### src/rtl/bus_arb_pkg.sv
// rtl/bus_arb_pkg.sv - shared types and helpers for the round-robin bus arbiter
// Purpose: FSM state encoding, address field width and the destination
//          extraction helper used by bus_rr_arbiter.
// Ports:   none (package).
package bus_arb_pkg;

  typedef enum logic [1:0] {
    IDLE,
    CAPTURE,
    POP,
    PUSH
  } arb_state_t;

  localparam int ADDR_W    = 8;
  // Widest packet dest_of() accepts; callers zero-extend into this width.
  localparam int MAX_PKT_W = 64;

  // Destination address lives in the top ADDR_W bits of a pkt_w-bit packet.
  function automatic logic [ADDR_W-1:0] dest_of(input logic [MAX_PKT_W-1:0] pkt,
                                                input int                   pkt_w);
    return ADDR_W'(pkt >> (pkt_w - ADDR_W));
  endfunction

endpackage

### src/rtl/bus_rr_arbiter_picker.sv
// rtl/bus_rr_arbiter_picker.sv - rotating-priority request picker
// Purpose: combinational round-robin search. Starting at ptr_i and wrapping
//          modulo drvrs, returns the first asserted request.
// Ports:
//   req_i    in   drvrs   request vector
//   ptr_i    in   PTR_W   index with highest priority this round
//   grant_o  out  drvrs   one-hot grant (zero when no request)
//   idx_o    out  PTR_W   index of the granted request
//   valid_o  out  1       at least one request was found
module rr_prio_picker #(
  parameter int drvrs = 4,
  parameter int PTR_W = $clog2(drvrs)
) (
  input  logic [drvrs-1:0] req_i,
  input  logic [PTR_W-1:0] ptr_i,
  output logic [drvrs-1:0] grant_o,
  output logic [PTR_W-1:0] idx_o,
  output logic             valid_o
);

  int               j;
  logic [PTR_W-1:0] j_idx;

  always_comb begin
    grant_o = '0;
    idx_o   = '0;
    valid_o = 1'b0;
    j       = 0;
    j_idx   = '0;
    for (int i = 0; i < drvrs; i++) begin
      // ptr_i < drvrs, so one subtraction is enough to wrap.
      j = int'(ptr_i) + i;
      if (j >= drvrs) j = j - drvrs;
      j_idx = PTR_W'(j);
      if (!valid_o && req_i[j_idx]) begin
        valid_o        = 1'b1;
        grant_o[j_idx] = 1'b1;
        idx_o          = j_idx;
      end
    end
  end

endmodule

### src/rtl/bus_rr_arbiter.sv
// rtl/bus_rr_arbiter.sv - round-robin scheduler for one broadcast-capable bus
// Purpose: picks a device FIFO with pending data, pops its head packet and
//          pushes it to the addressed device, or to every other device when
//          the address equals broadcast. One packet per 4 cycles at most.
// Optional feature: define BUS_ARB_DROP_CNT_EN to add drop_cnt, a saturating
//          count of packets dropped for an invalid destination address.
// Ports:
//   clk       in   1                 bus clock, rising edge
//   reset     in   1                 asynchronous, active-high
//   pndng     in   drvrs             device FIFO non-empty flags
//   D_pop     in   drvrs x pckg_sz   head-of-FIFO packet per device
//   pop       out  drvrs             one-cycle pop strobe to the source FIFO
//   push      out  drvrs             one-cycle write strobe to destination(s)
//   D_push    out  pckg_sz           packet on the bus while push is active
//   busy      out  1                 FSM is not in IDLE
//   drop_cnt  out  16                invalid-destination drops (optional)
module bus_rr_arbiter
  import bus_arb_pkg::*;
#(
  parameter int                drvrs     = 4,
  parameter int                pckg_sz   = 16,
  parameter logic [ADDR_W-1:0] broadcast = 8'hFF
) (
  input  logic                           clk,
  input  logic                           reset,
  input  logic [drvrs-1:0]               pndng,
  input  logic [drvrs-1:0][pckg_sz-1:0]  D_pop,
  output logic [drvrs-1:0]               pop,
  output logic [drvrs-1:0]               push,
  output logic [pckg_sz-1:0]             D_push,
  output logic                           busy
`ifdef BUS_ARB_DROP_CNT_EN
  ,
  output logic [15:0]                    drop_cnt
`endif
);

  localparam int PTR_W = $clog2(drvrs);

  arb_state_t          state_q,   state_d;
  logic [PTR_W-1:0]    rr_ptr_q,  rr_ptr_d;
  logic [PTR_W-1:0]    win_idx_q, win_idx_d;
  logic [drvrs-1:0]    win_oh_q,  win_oh_d;
  logic [PTR_W-1:0]    src_q,     src_d;
  logic [pckg_sz-1:0]  pkt_q,     pkt_d;
  logic [drvrs-1:0]    pop_q,     pop_d;
  logic [drvrs-1:0]    push_q,    push_d;
  logic [pckg_sz-1:0]  d_push_q,  d_push_d;
  logic                busy_q,    busy_d;

  logic [drvrs-1:0]    pick_grant;
  logic [PTR_W-1:0]    pick_idx;
  logic                pick_valid;
  logic [ADDR_W-1:0]   dest;

  rr_prio_picker #(
    .drvrs (drvrs),
    .PTR_W (PTR_W)
  ) u_picker (
    .req_i   (pndng),
    .ptr_i   (rr_ptr_q),
    .grant_o (pick_grant),
    .idx_o   (pick_idx),
    .valid_o (pick_valid)
  );

  assign dest = dest_of(MAX_PKT_W'(pkt_q), pckg_sz);

  always_comb begin
    state_d   = state_q;
    rr_ptr_d  = rr_ptr_q;
    win_idx_d = win_idx_q;
    win_oh_d  = win_oh_q;
    src_d     = src_q;
    pkt_d     = pkt_q;
    pop_d     = '0;
    push_d    = '0;
    d_push_d  = '0;
    case (state_q)
      IDLE: begin
        if (pick_valid) begin
          win_idx_d = pick_idx;
          win_oh_d  = pick_grant;
          state_d   = CAPTURE;
        end
      end
      CAPTURE: begin
        // Winner may have withdrawn its request since it was sampled; in that
        // case abandon the round without touching the pointer.
        if (|(pndng & win_oh_q)) begin
          pkt_d    = D_pop[win_idx_q];
          src_d    = win_idx_q;
          rr_ptr_d = (int'(win_idx_q) == drvrs - 1) ? '0 : win_idx_q + PTR_W'(1);
          state_d  = POP;
        end else begin
          state_d  = IDLE;
        end
      end
      POP: begin
        for (int i = 0; i < drvrs; i++) pop_d[i] = (src_q == PTR_W'(i));
        state_d = PUSH;
      end
      PUSH: begin
        d_push_d = pkt_q;
        // Broadcast is checked first so it wins even if it aliases a device id.
        if (dest == broadcast) begin
          for (int i = 0; i < drvrs; i++) push_d[i] = (src_q != PTR_W'(i));
        end else if (int'(dest) < drvrs) begin
          for (int i = 0; i < drvrs; i++) push_d[i] = (dest == ADDR_W'(i));
        end
        state_d = IDLE;
      end
      default: state_d = IDLE;
    endcase
    busy_d = (state_d != IDLE);
  end

  always_ff @(posedge clk or posedge reset) begin
    if (reset) begin
      state_q   <= IDLE;
      rr_ptr_q  <= '0;
      win_idx_q <= '0;
      win_oh_q  <= '0;
      src_q     <= '0;
      pkt_q     <= '0;
      pop_q     <= '0;
      push_q    <= '0;
      d_push_q  <= '0;
      busy_q    <= 1'b0;
    end else begin
      state_q   <= state_d;
      rr_ptr_q  <= rr_ptr_d;
      win_idx_q <= win_idx_d;
      win_oh_q  <= win_oh_d;
      src_q     <= src_d;
      pkt_q     <= pkt_d;
      pop_q     <= pop_d;
      push_q    <= push_d;
      d_push_q  <= d_push_d;
      busy_q    <= busy_d;
    end
  end

  assign pop    = pop_q;
  assign push   = push_q;
  assign D_push = d_push_q;
  assign busy   = busy_q;

`ifdef BUS_ARB_DROP_CNT_EN
  logic [15:0] drop_cnt_q, drop_cnt_d;
  logic        drop;

  assign drop = (state_q == PUSH) && (dest != broadcast) && (int'(dest) >= drvrs);

  always_comb begin
    drop_cnt_d = drop_cnt_q;
    if (drop && (drop_cnt_q != 16'hFFFF)) drop_cnt_d = drop_cnt_q + 16'd1;
  end

  always_ff @(posedge clk or posedge reset) begin
    if (reset) drop_cnt_q <= '0;
    else       drop_cnt_q <= drop_cnt_d;
  end

  assign drop_cnt = drop_cnt_q;
`endif

endmodule

### config.mk
export PLATFORM = sky130hd
export DESIGN_NAME = bus_rr_arbiter
export DESIGN_NICKNAME = d
export VERILOG_FILES = /design/src/rtl/bus_arb_pkg.sv /design/src/rtl/bus_rr_arbiter_picker.sv /design/src/rtl/bus_rr_arbiter.sv
export SDC_FILE = /design/constraint.sdc
export NUM_CORES = 1
export LEC_CHECK = 0
export ABC_CLOCK_PERIOD_IN_PS = 3400
export BUFFER_PORTS_ARGS = -buffer_cell sky130_fd_sc_hd__clkbuf_2
export CORE_UTILIZATION = 40
export CTS_CLUSTER_DIAMETER = 30
export CTS_CLUSTER_SIZE = 14
export DETAILED_ROUTE_END_ITERATION = 8
export GPL_TIMING_DRIVEN = 1
export PLACE_DENSITY = 0.66
export SYNTH_ARGS = -nofsm -noshare
export SYNTH_HDL_FRONTEND = slang
export SYNTH_SLANG_ARGS = --single-unit
### constraint.sdc
create_clock -name clk -period 3.4 [get_ports clk]
set_input_delay 0 -clock clk [delete_from_list [all_inputs] [get_ports clk]]
set_output_delay 0 -clock clk [all_outputs]
set_load 0.05 [all_outputs]
=== Yosys cells after proc, flatten, opt, wreduce, memory -nomap -nowiden ===
Index checks and enable logic that the tools add are counted.
Widths: inputs -> output; s select.

* Flip-flop bits (word level): 53
* Bits in latches: 0
* Memory bits (writable): 0
* ROM bits: 0
* Output and inout bits: 25
* Word-level logic and storage cells: 111
* Memories: 0

* Add/subtract/negate cells: 8
* $mul: 0
* Divide/modulo/power cells: 0
* $lt $le $gt $ge: 14
* Equality and inequality tests: 14
* Shift operators: 0
* Muxes and demuxes: 43
* Bitwise operators: 4
* Reductions and logical operators: 18

{| class="wikitable"
|+ Operator list
! cell !! count
|-
| $bmux 16 s2 || 1
|-
| $mux 16 || 2
|-
| $mux 4 || 8
|-
| $mux 2 || 11
|-
| $eq 8x2->1 const B || 2
|-
| $lt 2x3->1 const B || 5
|-
| $mux 1 || 12
|-
| $or 4x4->4 || 3
|-
| $ge 3x3->1 const B || 3
|-
| $bmux 1 s2 || 4
|-
| $demux 1 s2 || 4
|-
| $eq 2x2->1 const B || 4
|-
| $eq 8x1->1 const B || 1
|-
| $eq 8x8->1 const B || 1
|-
| $ge 2x1->1 const B || 4
|-
| $logic_not 8->1 || 1
|-
| $lt 8x3->1 const B || 1
|-
| $pmux 2 s4 || 1
|-
| $sub 2x1->2 const B || 4
|-
| $logic_and 1x1->1 || 7
|-
| $add 2x2->3 const B || 2
|-
| $eq 2x1->1 const B || 3
|-
| $and 4x4->4 || 1
|-
| $logic_not 2->1 || 2
|-
| other kinds (9) || 14
|}

=== Longest topological paths before layout ===
* Depth in word-level cells: 17
* Mapped depth: 8

=== Hierarchy ===
From an unflattened synthesis, not the netlist that was laid out.

* Cells, all modules: 206
* Area total of the unflattened synthesis: 2874.0 µm²

{| class="wikitable"
|+ By module, submodules not included
! module !! instances !! cells each !! area each (µm²) !! sequential area each (µm²)
|-
| bus_rr_arbiter || 1 || 161 || 2452.4 || 1326.3
|-
| rr_prio_picker || 1 || 45 || 421.7 || 0.0
|}

=== Least setup slack after synthesis ===
Ideal clock, no wire load.

* Path kind: reg-to-reg
* From: register rr_ptr_q[0]
* To: register busy_q (netlist: busy)
* Library setup time: 132 ps
* Arrival time: 2337 ps
* Slack: 932 ps
* Stages on the path, launching flop included: 7
* Path buffers: 1
* Clock period less this slack: 2468 ps
* Path through: dfrtp_1 -> buf_6 -> inv_1 -> ha_1 -> mux4_2 -> o41a_1 -> or3b_1

* Word-level cells in the longest chain between the ends: 17

{| class="wikitable"
|+ RTL lines
! item !! RTL line !! text
|-
| start, declared || bus_rr_arbiter.sv:41 || <nowiki>logic [PTR_W-1:0] rr_ptr_q, rr_ptr_d;</nowiki>
|-
| start signal, assigned || bus_rr_arbiter.sv:132 || <nowiki>rr_ptr_q <= rr_ptr_d;</nowiki>
|-
| branches (longest 13 deep; another with $add 2x1->3) || n/a ||
|-
| $mux 1 (*) || bus_rr_arbiter_picker.sv:35 || <nowiki>if (!valid_o && req_i[j_idx]) begin</nowiki>
|-
| $mux 2 (*) || bus_rr_arbiter.sv:81 || <nowiki>if (pick_valid) begin</nowiki>
|-
| $pmux 2 s4 (*) || bus_rr_arbiter.sv:79 || <nowiki>case (state_q)</nowiki>
|-
| $reduce_bool 2->1 (*) || bus_rr_arbiter.sv:115 || <nowiki>busy_d = (state_d != IDLE);</nowiki>
|-
| net busy_d || bus_rr_arbiter.sv:49 || <nowiki>logic busy_q, busy_d;</nowiki>
|-
| end signal, assigned || bus_rr_arbiter.sv:140 || <nowiki>busy_q <= busy_d;</nowiki>
|-
| end, declared || bus_rr_arbiter.sv:49 ||
|}

Mark *: on every way through the listed nets, which the timed path passes. The select of a mux whose other input is x is not followed.
A chain may end at the register's enable or synchronous reset.

=== Worst setup path in the final report ===
* From: register rr_ptr_q[1]
* To: register busy_q (netlist: busy)

The elaborated chain is that of the path after synthesis.

==> impl_metrics.ini <==
[drt]
wl_per_cell_um = 14.9
vias_per_cell = 5.36
dr.pass1.iters = 9
ant_nets = 0
wl_um = 5730
drt_iter0_markers = 94
vias = 2060
route.detailed.drc = 8

[synthesis]
synth_area_leader_cell = dfrtp_1
async_flop_share = 1.00
ys_top_cells_by_area = dfrtp_1 48%, mux4_2 16%, mux2_1 7.4%, and3_1 3.2%, ha_1 2.7%
yosysSeqAreaShare = 0.484
syn_nets = 290
synth_edf_count = 0
synthDominantCellAreaShare = 0.484
synth_cell_type_count = 35
synth_ff_type = dfrtp_1
yosys_warnings = 0
synth-seq-cells = 53
syn_inst = 214
synth.avg_cell_area_um2 = 12.8
synthTopCellsByCount = 53 x dfrtp_1, 20 x mux4_2, 18 x mux2_1
synthMostInstantiatedCell = dfrtp_1
netlist_area_um2 = 2740

[placed_design]
placed_cell_area_um2 = 3270
port_buffers = 94
gp_congestion = 0.838
dp_hpwl_um = 4210

[clock_tree]
root_buffer = clkbuf_8
htreeDepth = 2
cts_tree = done
clock-sinks = 53
clk_latency_ns = 0.30
numCtsBuffers = 5
clockBufferDepth = 2
clk_pin_slew_ns = 0.10

[global_routing]
grt.overflow.total = 0
track_usage = 0.176
grt_pass1_wl_um = 9920
grt_pass1_vias = 2055
grt_max_degree = 54
antenna_found_initial = 0

[critical_path]
path_cells = inv_1 -> ha_1 -> mux4_2 -> o41a_1 -> or3b_1
cp-end-kind = register
worstPathMaxFanout = 15
cp-start-kind = register
required_ns = 3.59
slowest_delay_ns = 0.67
arrival_ns = 2.97
path_class = reg -> reg
r2r_slack_ns = 0.62
cp_slowest_cell = mux4_2

[timing]
fin_tns_setup_ns = 0
skew_ns = 0.00832
period_needed_ns = 2.78
hold_violations = 0
timing.final.crit_share = 0.819
worst-slew-pin-transition_ns = 1.08
max_slew_margin = 0.281
max_freq_ghz = 0.359
rsz0062_at_grt = no
drv_slew = 0
setup_violations = 0

[power_and_ir_drop]
p_sw_frac = 0.431
p_int_mw = 1.70
ir_drop_mv = 0.393
p_seq_frac = 0.382
clock_power_share = 0.117
comb_power_share = 0.502
p_leak_nw = 1.65
powerDensity_nw_per_um2 = 889
power.switching_mw = 1.29

[outcome]
outcome = finished with violations
violations = DRC

[floorplanning]
initial_core_util = 0.422
row_count = 29
design.core.area_um2 = 6490
die_area_um2 = 7180
ios = 95
die_h_um = 84.7
die_w_um = 84.7

[final_layout]
post-route-cell-area_um2 = 3360
drive_gt1_frac = 0.417
nets = 382
diodes = 0
syn2layout_area_growth_pct = 22.8

[run]
maxCapViolations = 0

[hold_path]
hp-class = in -> reg
-- worst paths after layout --
check | from | to | depth (start not counted)
min in group asynchronous | reset | D_push[11] | 3
hold / removal | D_pop[47] | pkt_q[15] | 3
hold reg to reg | src_q[1] | pop[0] | 1
setup / recovery | rr_ptr_q[1] | busy | 5
setup reg to reg | rr_ptr_q[1] | busy | 5
max in group asynchronous | reset | rr_ptr_q[0] | 3
-- final cells by class --
class | count | area [um2]
Multi-Input combinational cell | 135 | 1300
Clock buffer | 6 | 72.6
Inverter | 13 | 48.8
Fill cell | 581 | 3130
Tap cell | 77 | 96.3
Timing Repair Buffer | 98 | 503
Clock inverter | 2 | 13.8
Sequential cell | 53 | 1330
-- through the flow --
stage	setup WS [ns]	utilization	instances	hold WS, ns	total power [mW]
final	0.616	0.518	384	0.119	2.99
after global placement	0.714	0.503	375	0.303	2.64
after floorplan	0.932	-	214	0.345	2.33
after CTS	0.626	0.518	384	0.117	3.02
after global routing	0.460	0.518	384	0.117	3.23
after detailed placement	0.640	0.503	375	0.317	2.67
-- worst max-delay path, delay by kind of cell, from the launching register on --
kind                     cells  cell delay (ns)
AO/OA/AOI/OAI                1             0.62
adder cells (fa/ha/maj)      1             0.37
buffers and inverters        1             0.13
flip-flops                   1             0.49
multiplexers                 1             0.67
AND/OR/NAND/NOR              1             0.40
-- flip-flops by register name, indices dropped and copies added, names as in the netlist, 2 cells and up --
register,flops
win_idx_q,2
win_oh_q,4
src_q,2
state_q,2
rr_ptr_q,2
D_push,16
pkt_q,16
pop,4
push,4
-- per-layer routing --
layer,vias up,track usage,part of all wire
met5,-,0,0
met4,0,0.0601,0.016
met3,8,0.0265,0.039
met2,65,0.303,0.50
met1,1004,0.229,0.44
li1,983,-,-
-- cell usage in the layout, fill, tap and decap left out, types with 2 or more instances in the layout --
master    netlist  routed
clkbuf_2        0      94
dfrtp_1        53      53
mux4_2         20      20
mux2_1         18      18
nor2_1         15      15
and3_1         14      14
inv_1          13      12
nand2_1         7       7
a21oi_1         6       6
ha_1            6       6
a22o_1          5       5
a31oi_1         5       5
clkbuf_8        0       5
nand3b_1        4       4
nand2b_1        4       4
nor3_1          4       4
mux2i_1         4       4
o21ai_0         3       3
buf_4           1       3
nand4_1         2       2
nand3_1         2       2
a32oi_1         2       2
o32ai_1         2       2
-- what timing repair did --
item	CTS	global route
buffers inserted	0	0
gates resized for setup	0	0
hold buffers	1	0
hold endpoints to repair	53	0
-- cell families (layout without fill, tap and decap cells) --
group | count (synthesis) | in the layout | share of synthesized area
DFF | 53 | 53 | 0.484
and+or+nand+nor | 59 | 59 | 0.119
adders and majority gates | 6 | 6 | 0.0274
buffers and inverters | 26 | 119 | 0.0416
AOI/OAI and AO/OA | 27 | 27 | 0.0704
muxes | 43 | 43 | 0.257
-- power by group through the flow --
stage / clock network (mW) / logic, mW / registers [mW]
finish: 0.349 / 1.50 / 1.14
global route: 0.390 / 1.65 / 1.19
CTS: 0.360 / 1.52 / 1.15
detailed placement: 0 / 1.51 / 1.16
global placement: 0 / 1.49 / 1.15
floorplan: 0 / 1.07 / 1.26
No activity file was read; power rests on OpenSTA's default activity.
